## src/rtl/ram16x8_arb_pkg.sv

```systemverilog
// Shared types and constants for the dual-port arbitrated 16x8 RAM front end.
package ram16x8_arb_pkg;

    localparam int unsigned ADDR_W = 4;
    localparam int unsigned DATA_W = 8;

    // Port indices as used by the picker pointer and the read-return path
    localparam logic PORT0 = 1'b0;
    localparam logic PORT1 = 1'b1;

    localparam logic [ADDR_W-1:0] LAST_ADDR = 4'hF;

    typedef logic [ADDR_W-1:0] addr_t;
    typedef logic [DATA_W-1:0] data_t;

    typedef enum logic [1:0] {
        S_RST  = 2'b00,
        S_INIT = 2'b01,
        S_RUN  = 2'b10
    } state_e;

    // One-hot per-port strobe for a given port index
    function automatic logic [1:0] port_onehot(input logic port);
        logic [1:0] oh;
        if (port == PORT1) begin
            oh = 2'b10;
        end else begin
            oh = 2'b01;
        end
        return oh;
    endfunction

endpackage

```

## src/rtl/ram16x8_arb_if.sv

```systemverilog
// Command, response and RAM-side signals of the arbitrated RAM front end.
interface ram16x8_arb_if;
    import ram16x8_arb_pkg::*;

    logic  clr;
    logic  req0;
    logic  req1;
    logic  wr0;
    logic  wr1;
    addr_t addr0;
    addr_t addr1;
    data_t wdata0;
    data_t wdata1;
    logic  gnt0;
    logic  gnt1;
    logic  rvalid0;
    logic  rvalid1;
    data_t rdata0;
    data_t rdata1;
    logic  busy;
    addr_t ram_a;
    data_t ram_d;
    logic  ram_we;
    data_t ram_o;

    // Requesters and the external RAM
    modport master (
        output clr, req0, req1, wr0, wr1, addr0, addr1, wdata0, wdata1, ram_o,
        input  gnt0, gnt1, rvalid0, rvalid1, rdata0, rdata1, busy, ram_a, ram_d, ram_we
    );

    // The arbiter itself
    modport slave (
        input  clr, req0, req1, wr0, wr1, addr0, addr1, wdata0, wdata1, ram_o,
        output gnt0, gnt1, rvalid0, rvalid1, rdata0, rdata1, busy, ram_a, ram_d, ram_we
    );

endinterface

```

## src/rtl/ram16x8_rr_pick.sv

```systemverilog
// Two-way picker: round-robin on the last winner, or fixed priority to port 0.
module ram16x8_rr_pick
    import ram16x8_arb_pkg::*;
#(
    parameter bit PRIO_RR = 1'b1
) (
    input  logic       clk_i,
    input  logic       rst_n_i,
    input  logic       en_i,
    input  logic [1:0] req_i,
    output logic [1:0] gnt_o
);

    logic       last_q;
    logic       last_d;
    logic [1:0] gnt_s;

    // Winner selection: a lone requester always wins; a tie goes to the port that lost last time
    always_comb begin
        gnt_s = 2'b00;
        if (!en_i) begin
            gnt_s = 2'b00;
        end else begin
            case (req_i)
                2'b01:   gnt_s = 2'b01;
                2'b10:   gnt_s = 2'b10;
                2'b11: begin
                    if (PRIO_RR && (last_q == PORT0)) begin
                        gnt_s = 2'b10;
                    end else begin
                        gnt_s = 2'b01;
                    end
                end
                default: gnt_s = 2'b00;
            endcase
        end
    end

    // Pointer follows every grant so the other port is favoured on the next tie
    always_comb begin
        last_d = last_q;
        if (gnt_s[1]) begin
            last_d = PORT1;
        end else if (gnt_s[0]) begin
            last_d = PORT0;
        end else begin
            last_d = last_q;
        end
    end

    // Last-winner register; starts at port 1 so port 0 takes the first tie
    always_ff @(posedge clk_i or negedge rst_n_i) begin
        if (!rst_n_i) begin
            last_q <= PORT1;
        end else begin
            last_q <= last_d;
        end
    end

    assign gnt_o = gnt_s;

endmodule

```

## src/rtl/ram16x8_arb.sv

```systemverilog
// Dual-port front end for an external 16x8 RAM with async read and clocked write.
// After reset (or on CLR) the whole RAM is swept to CLR_VAL before commands are granted.
// A command granted in cycle t drives the RAM in t+1; read data is returned in t+2.
module ram16x8_arb
    import ram16x8_arb_pkg::*;
#(
    parameter bit    PRIO_RR = 1'b1,
    parameter data_t CLR_VAL = 8'h00
) (
    input logic          clk_i,
    input logic          rst_n_i,
    ram16x8_arb_if.slave bus
);

    state_e     state_q, state_d;
    addr_t      cnt_q, cnt_d;
    addr_t      ram_a_q, ram_a_d;
    data_t      ram_d_q, ram_d_d;
    logic       ram_we_q, ram_we_d;
    logic       rd_q, rd_d;
    logic       rd_port_q, rd_port_d;
    logic [1:0] rvalid_q, rvalid_d;
    data_t      rdata0_q, rdata0_d;
    data_t      rdata1_q, rdata1_d;
    logic       busy_q, busy_d;
    logic       en_s;
    logic [1:0] gnt_s;

    assign en_s = (state_q == S_RUN) && !bus.clr;

    ram16x8_rr_pick #(
        .PRIO_RR (PRIO_RR)
    ) u_pick (
        .clk_i   (clk_i),
        .rst_n_i (rst_n_i),
        .en_i    (en_s),
        .req_i   ({bus.req1, bus.req0}),
        .gnt_o   (gnt_s)
    );

    // Sequencing: reset cycle, clear sweep, then register one granted command per cycle
    always_comb begin
        state_d   = state_q;
        cnt_d     = cnt_q;
        ram_a_d   = ram_a_q;
        ram_d_d   = ram_d_q;
        ram_we_d  = 1'b0;
        rd_d      = 1'b0;
        rd_port_d = rd_port_q;
        case (state_q)
            S_RST: begin
                state_d  = S_INIT;
                cnt_d    = 4'd0;
                ram_a_d  = 4'd0;
                ram_d_d  = CLR_VAL;
                ram_we_d = 1'b1;
            end
            S_INIT: begin
                if (cnt_q == LAST_ADDR) begin
                    state_d = S_RUN;
                end else begin
                    cnt_d    = cnt_q + 4'd1;
                    ram_a_d  = cnt_q + 4'd1;
                    ram_d_d  = CLR_VAL;
                    ram_we_d = 1'b1;
                end
            end
            S_RUN: begin
                if (bus.clr) begin
                    // The access already in flight still completes on this edge
                    state_d  = S_INIT;
                    cnt_d    = 4'd0;
                    ram_a_d  = 4'd0;
                    ram_d_d  = CLR_VAL;
                    ram_we_d = 1'b1;
                end else if (gnt_s[1]) begin
                    ram_a_d   = bus.addr1;
                    ram_d_d   = bus.wdata1;
                    ram_we_d  = bus.wr1;
                    rd_d      = !bus.wr1;
                    rd_port_d = PORT1;
                end else if (gnt_s[0]) begin
                    ram_a_d   = bus.addr0;
                    ram_d_d   = bus.wdata0;
                    ram_we_d  = bus.wr0;
                    rd_d      = !bus.wr0;
                    rd_port_d = PORT0;
                end else begin
                    state_d = S_RUN;
                end
            end
            default: begin
                state_d = S_RST;
            end
        endcase
        busy_d = (state_d != S_RUN);
    end

    // Read return: capture the async RAM output at the end of a read access cycle
    always_comb begin
        rvalid_d = 2'b00;
        rdata0_d = rdata0_q;
        rdata1_d = rdata1_q;
        if (rd_q) begin
            rvalid_d = port_onehot(rd_port_q);
            if (rd_port_q == PORT1) begin
                rdata1_d = bus.ram_o;
            end else begin
                rdata0_d = bus.ram_o;
            end
        end else begin
            rvalid_d = 2'b00;
        end
    end

    // State and output registers; reset aborts any access or sweep immediately
    always_ff @(posedge clk_i or negedge rst_n_i) begin
        if (!rst_n_i) begin
            state_q   <= S_RST;
            cnt_q     <= 4'd0;
            ram_a_q   <= 4'd0;
            ram_d_q   <= CLR_VAL;
            ram_we_q  <= 1'b0;
            rd_q      <= 1'b0;
            rd_port_q <= PORT0;
            rvalid_q  <= 2'b00;
            rdata0_q  <= 8'h00;
            rdata1_q  <= 8'h00;
            busy_q    <= 1'b1;
        end else begin
            state_q   <= state_d;
            cnt_q     <= cnt_d;
            ram_a_q   <= ram_a_d;
            ram_d_q   <= ram_d_d;
            ram_we_q  <= ram_we_d;
            rd_q      <= rd_d;
            rd_port_q <= rd_port_d;
            rvalid_q  <= rvalid_d;
            rdata0_q  <= rdata0_d;
            rdata1_q  <= rdata1_d;
            busy_q    <= busy_d;
        end
    end

    assign bus.gnt0    = gnt_s[0];
    assign bus.gnt1    = gnt_s[1];
    assign bus.rvalid0 = rvalid_q[0];
    assign bus.rvalid1 = rvalid_q[1];
    assign bus.rdata0  = rdata0_q;
    assign bus.rdata1  = rdata1_q;
    assign bus.busy    = busy_q;
    assign bus.ram_a   = ram_a_q;
    assign bus.ram_d   = ram_d_q;
    assign bus.ram_we  = ram_we_q;

endmodule

```

## src/flat_wrapper.sv

```systemverilog
// flat-port wrapper written by rule: the top's interface ports become plain ports
module ram16x8_arb_flat import ram16x8_arb_pkg::*;
#(
    parameter bit    PRIO_RR = 1'b1,
    parameter data_t CLR_VAL = 8'h00
)
  (clk_i, rst_n_i, bus_clr, bus_req0, bus_req1, bus_wr0, bus_wr1, bus_addr0, bus_addr1, bus_wdata0, bus_wdata1, bus_ram_o, bus_gnt0, bus_gnt1, bus_rvalid0, bus_rvalid1, bus_rdata0, bus_rdata1, bus_busy, bus_ram_a, bus_ram_d, bus_ram_we);
  ram16x8_arb_if bus_i ();
  input logic clk_i;
  input logic rst_n_i;
  input wire logic [$bits(bus_i.clr)-1:0] bus_clr;
  input wire logic [$bits(bus_i.req0)-1:0] bus_req0;
  input wire logic [$bits(bus_i.req1)-1:0] bus_req1;
  input wire logic [$bits(bus_i.wr0)-1:0] bus_wr0;
  input wire logic [$bits(bus_i.wr1)-1:0] bus_wr1;
  input wire logic [$bits(bus_i.addr0)-1:0] bus_addr0;
  input wire logic [$bits(bus_i.addr1)-1:0] bus_addr1;
  input wire logic [$bits(bus_i.wdata0)-1:0] bus_wdata0;
  input wire logic [$bits(bus_i.wdata1)-1:0] bus_wdata1;
  input wire logic [$bits(bus_i.ram_o)-1:0] bus_ram_o;
  output wire logic [$bits(bus_i.gnt0)-1:0] bus_gnt0;
  output wire logic [$bits(bus_i.gnt1)-1:0] bus_gnt1;
  output wire logic [$bits(bus_i.rvalid0)-1:0] bus_rvalid0;
  output wire logic [$bits(bus_i.rvalid1)-1:0] bus_rvalid1;
  output wire logic [$bits(bus_i.rdata0)-1:0] bus_rdata0;
  output wire logic [$bits(bus_i.rdata1)-1:0] bus_rdata1;
  output wire logic [$bits(bus_i.busy)-1:0] bus_busy;
  output wire logic [$bits(bus_i.ram_a)-1:0] bus_ram_a;
  output wire logic [$bits(bus_i.ram_d)-1:0] bus_ram_d;
  output wire logic [$bits(bus_i.ram_we)-1:0] bus_ram_we;
  assign bus_i.clr = bus_clr;
  assign bus_i.req0 = bus_req0;
  assign bus_i.req1 = bus_req1;
  assign bus_i.wr0 = bus_wr0;
  assign bus_i.wr1 = bus_wr1;
  assign bus_i.addr0 = bus_addr0;
  assign bus_i.addr1 = bus_addr1;
  assign bus_i.wdata0 = bus_wdata0;
  assign bus_i.wdata1 = bus_wdata1;
  assign bus_i.ram_o = bus_ram_o;
  assign bus_gnt0 = bus_i.gnt0;
  assign bus_gnt1 = bus_i.gnt1;
  assign bus_rvalid0 = bus_i.rvalid0;
  assign bus_rvalid1 = bus_i.rvalid1;
  assign bus_rdata0 = bus_i.rdata0;
  assign bus_rdata1 = bus_i.rdata1;
  assign bus_busy = bus_i.busy;
  assign bus_ram_a = bus_i.ram_a;
  assign bus_ram_d = bus_i.ram_d;
  assign bus_ram_we = bus_i.ram_we;
  ram16x8_arb #(.PRIO_RR(PRIO_RR), .CLR_VAL(CLR_VAL)) u_core (.clk_i(clk_i), .rst_n_i(rst_n_i), .bus(bus_i));
endmodule
```

## config.mk

```make
export PLATFORM = sky130hd
export DESIGN_NAME = ram16x8_arb_flat
export DESIGN_NICKNAME = d
export VERILOG_FILES = /design/src/rtl/ram16x8_arb_pkg.sv /design/src/rtl/ram16x8_arb_if.sv /design/src/rtl/ram16x8_rr_pick.sv /design/src/rtl/ram16x8_arb.sv /design/src/flat_wrapper.sv
export SDC_FILE = /design/constraint.sdc
export NUM_CORES = 1
export LEC_CHECK = 0
export ABC_CLOCK_PERIOD_IN_PS = 1500
export CORE_UTILIZATION = 39
export CTS_CLUSTER_DIAMETER = 120
export DETAILED_ROUTE_END_ITERATION = 10
export GPL_ROUTABILITY_DRIVEN = 0
export PLACE_DENSITY = 0.87
export SYNTH_ARGS = -nofsm -noshare
export SYNTH_HDL_FRONTEND = slang
export SYNTH_SLANG_ARGS = --single-unit
export TNS_END_PERCENT = 30
```

## constraint.sdc

```tcl
create_clock -name clk_i -period 1.5 [get_ports clk_i]
set_input_delay 0.375 -clock clk_i [delete_from_list [all_inputs] [get_ports clk_i]]
set_output_delay 0.375 -clock clk_i [all_outputs]
set_load 0.02 [all_outputs]
```

Word-level counts from Yosys, hierarchy flattened
Cells that the tools add are included.
{ "classes": {"n_addsub": 1, "multipliers": 0, "div_mod_pow": 0, "magnitude_cmp": 0, "eq_ne": 10, "shifts": 0, "mux": 33, "n_bitwise": 2, "n_reduce_logical": 12} }
{ "op_table": {"columns": ["op", "count"], "rows": [
  ["8-bit 2-to-1 mux", 4],
  ["4-bit one-hot mux with 3 select lines", 2],
  ["8-bit one-hot mux with 3 select lines", 1],
  ["4-bit 2-to-1 mux", 5],
  ["2-bit 2-to-1 mux", 8],
  ["2-bit one-hot mux with 3 select lines", 2],
  ["1-bit 2-to-1 mux", 10],
  ["3-bit AND reduction", 3],
  ["2-bit == test (second input constant)", 3],
  ["2-bit inequality test (second input constant)", 3],
  ["4-bit by 1-bit adder with 4-bit output (second input constant)", 1],
  ["2-bit by 1-bit == test with 1-bit output (second input constant)", 2],
  ["4-bit == test (second input constant)", 1],
  ["4-bit by 2-bit inequality test with 1-bit output (second input constant)", 1],
  ["2-bit AND reduction", 2],
  ["1-bit zero test", 3],
  ["1-bit one-hot mux with 3 select lines", 1],
  ["3-bit nonzero test", 1],
  ["2-bit zero test", 1],
  ["1-bit inverter", 2],
  ["2-bit nonzero test", 1],
  ["1-bit logical AND", 1]
]} }
{ "word_totals": {"register_bits": 41, "latch_bits": 0, "ram_bits": 0, "mem_bits_ro": 0, "inputBits": 39, "out_inout_bits": 34, "wordCells": 70, "memories": 0} }

Longest topological paths before layout
{ "depth": {"depth_word": 8, "depth_mapped": 7, "mapped_depth_nobuf": 6} }

Modules after synthesis
A second synthesis with hierarchy kept.
{ "unflattened": {"cells_unflattened": 166, "hier_area_um2": 1981.9} }
{ "modules_own_cells": {"columns": ["mod", "instances", "cells_per_inst", "area_per_inst_um2", "seq_area_each_um2"], "rows": [
  ["ram16x8_arb", 1, 157, 1911.8, 1002.2],
  ["ram16x8_rr_pick", 1, 9, 70.1, 26.3]
]} }

Least setup slack after synthesis
No wires, ideal clock.
{ "synth_path": {"kind": "register to output", "startpoint": "register u_core.state_q[0]", "endpoint": "output port bus_gnt0", "arrival_time_ps": 1216, "required_ps": 1125, "slack_ps": -91, "path_stages_with_launch": 7, "path_cell_list": "dfrtp_1 -> inv_1 -> ha_1 -> nor2b_1 -> buf_2 -> nand3_1 -> inv_1"} }
{ "synth_via": {"elab_chain_len": 3} }
{ "synth_lines": {"columns": ["element", "line_no", "source"], "rows": [
  ["start: declaration", "ram16x8_arb.sv:15", "state_e state_q, state_d;"],
  ["start signal: assignment", "ram16x8_arb.sv:131", "state_q <= state_d;"],
  ["2-bit == test", "ram16x8_arb.sv:29", "assign en_s = (state_q == S_RUN) && !bus.clr;"],
  ["1-bit logical AND", "ram16x8_arb.sv:29", null],
  ["2-bit 2-to-1 mux", "ram16x8_rr_pick.sv:21", "if (!en_i) begin"],
  ["end: declaration", "flat_wrapper.sv:21", "output wire logic [$bits(bus_i.gnt0)-1:0] bus_gnt0;"]
]} }
Every way passes these cells.

Final worst setup path
Ends and elaborated chain as after synthesis.

==> impl_metrics.yaml <==
outcome:
  outcome: "finished with violations"
  violations: "negative setup slack"
logic_synthesis:
  ys.flop_type: "dfrtp_1"
  yosysSeqAreaShare_pct: 53.48
  async_reset_ff_share_pct: 100.0
  synth_cell_type_count: 38
  yosys_warnings: 0
  synth_cells: 164
  synth_nets: 208
  ys_ff_latch: 41
  synth.avg_cell_area_um2: 11.73
  netlist_area_mm2: 0.001923
  synth_edf_count: 0
place:
  dp_hpwl_mm: 3.525
  io_buffers: 72
  dp.cells: 323
timing:
  relSlewSlack_pct: 66.97
  tightest_slew_ns: 0.4954
  finalHoldViolations: 0
  clock_skew_ns: 0.004308
  fmax_mhz: 595.9
  min_period_over_period_pct: 111.9
  setup_viol: 16
  drv_slew: 0
  setup_slack_ns: -0.1782
  fin_crit_ns: 1.678
  rsz0062_at_grt: "true"
floorplanning:
  initial_core_util_pct: 40.72
  chipWidth_um: 72.22
  ios: 73
  core_area_mm2: 0.004723
  die-area_mm2: 0.005216
  die_y_um: 72.22
  std_cell_rows: 25
global_routing:
  grt_use_total_pct: 19.46
  grt_overflow: 0
  grt_max_degree: 24
  antenna_found_initial: 0
  grt_pass1_vias: 1636
  grt_pass1_wl_mm: 7.596
cells_and_area:
  fillCellCount: 366
  final_nets: 316
  final_cell_mix: "39 x dfrtp_1, 34 x clkdlybuf4s50_1, 34 x dlygate4sd2_1"
  stdcell_count: 340
  final_util_pct: 67.44
  areaGrowthSynthToFinish_pct: 65.65
  layout_commonest_cell: "dfrtp_1"
  drive_gt1_share_pct: 34.43
  seq_area_mm2: 0.001028
  n_antenna_cell: 0
  multi_input_area_um2: 975.9
clock_tree:
  root_buffer: "clkbuf_8"
  cts.clk_slew.worst_paths_ns: 0.08
  cts_tree: "done"
  cts_sinks: 41
  clkLatencyLatePin_ns: 0.30
  htreeDepth: 2
  cts_max_path_buffers: 2
  cts_hold_buf: 0
  cts_made_buffers: 5
critical_path:
  path_buf_inv: 3
  cp.depth: 6
  path_class: "flip-flop to primary output"
  crit_path_max_fanout: 3
  rrSetupSlack_ns: -0.17
  critPathRequiredTime_ns: 1.12
  critPathArrivalTime_ns: 1.30
  rr_endpoint: "u_core.bus.ram_a[1]"
  critPathMaxStageDelay_ns: 0.39
  worstPathCellList: "inv_2, ha_4, nor2b_4, nand3_2, inv_2, buf_6"
  r2r_start: "u_core.state_q[0]"
  worstSetupEndpointType: "primary output"
  critPathTopFamily: "flip-flops"
  cp-startpoint: "u_core.state_q[0]"
  r2r_cells: 7
  crit_path_frequent_cell: "inv_2"
  crit_path_start_kind: "flip-flop"
  crit_slowest_cell: "dfrtp_1"
route:
  drt_wl_total_mm: 4.783
  ant_nets: 0
  drt_iter0_drc: 63
  firstDrtPassIters: 4
  vias_per_cell: 4.844
  drc_errors: 0
  via_count: 1647
  avgRoutedWirePerCell_um: 14.07
power_and_ir_drop:
  p_leak_nw: 1.556
  vdd_drop_max_uv: 459.6
  power_density_mw_per_mm2: 974.5
  power_mw: 3.104
flow_run:
  maxCapViolCount: 0
min_path:
  hold_class: "input pin to async pin"
==> registers in the layout, summed over array words and instances (netlist names) <==
name	count
u_core.bus.busy	1
u_core.bus.ram_a	4
u_core.bus.ram_d	8
u_core.bus.ram_we	1
u_core.bus.rdata0	8
u_core.bus.rdata1	8
u_core.cnt_q	4
u_core.rd_port_q	1
u_core.rd_q	1
u_core.rvalid_q	2
u_core.state_q	2
u_core.u_pick.last_q	1
==> cell usage after synthesis (2+ instances only) <==
library cell | count | area [um2]
buf_6 | 2 | 22.52
ha_1 | 5 | 62.56
mux2_2 | 17 | 191.4
a31oi_1 | 2 | 12.51
mux2i_1 | 9 | 90.09
dfstp_2 | 2 | 52.55
a21o_1 | 2 | 15.01
nor2b_1 | 3 | 18.77
buf_2 | 4 | 20.02
nor2_1 | 3 | 11.26
nand3_1 | 7 | 35.03
o21ai_0 | 9 | 45.04
o31ai_1 | 9 | 67.56
nand2b_1 | 2 | 12.51
inv_1 | 5 | 18.77
a21oi_1 | 4 | 20.02
nand2_1 | 20 | 75.07
dfrtp_1 | 39 | 975.9
==> worst max-delay path by stage <==
stage                                endpoint  slack [ns]
after global placement               bus_gnt1       -0.76
after CTS                            bus_gnt0       -0.19
after detailed placement             bus_gnt1       -0.79
final                                bus_gnt0       -0.18
after floorplan           u_core.bus.ram_a[1]       -0.06
after global routing                 bus_gnt0       -0.25
==> area by class of cell <==
cell class | count | share of cell area (%)
flip-flops and latches | 41 | 32.29
well taps | 67 | 2.632
clock inverters | 3 | 0.5499
clock buffers | 5 | 2.160
inverters | 5 | 0.5892
repair buffers | 108 | 31.15
multi-input cells | 111 | 30.64
==> routing by layer <==
metal	track usage [%]	wire length [um]	vias to the layer above
li1	-	-	802
met1	22.97	2048	785
met2	32.71	2375	52
met3	5.556	269	8
met4	9.150	89	0
met5	0	0	-
==> through the flow <==
step / worst slack (ns) / area [um2] / hold slack, ns / setup TNS, ns
after floorplan: -0.05834 / 1981 / 0.07941 / -0.1281
after CTS: -0.1910 / 3117 / 0.03826 / -2.137
final: -0.1782 / 3186 / 0.03366 / -2.211
after detailed placement: -0.7852 / 2947 / 0.3601 / -9.537
after global routing: -0.2539 / 3186 / 0.04231 / -3.556
after global placement: -0.7609 / 2947 / 0.3494 / -8.654
==> cell families (layout without fill, tap and decap cells) <==
| group | count (synthesis) | after routing | synth area share [%] |
|---|---|---|---|
| flops | 41 | 41 | 53.48 |
| simple gates | 40 | 40 | 9.695 |
| compound gates | 37 | 37 | 13.86 |
| mux | 27 | 27 | 15.42 |
| buf+inv | 12 | 121 | 3.383 |
| fa+ha+maj | 5 | 5 | 3.253 |
| xor+xnor | 2 | 2 | 0.9110 |
==> power by group <==
group	internal, mW	total [mW]	switching [mW]
Sequential	1.24	1.32	0.0792
Clock	0.321	0.719	0.397
Combinational	0.540	1.07	0.529
==> timing repair <==
item,4_1_cts,5_1_grt
pin swaps,8,2
cloned,1,0
endpoints found under the setup margin,52,22
gates resized for setup,73,11
setup buffers,5,3
Power figures use the tool's default switching activity.
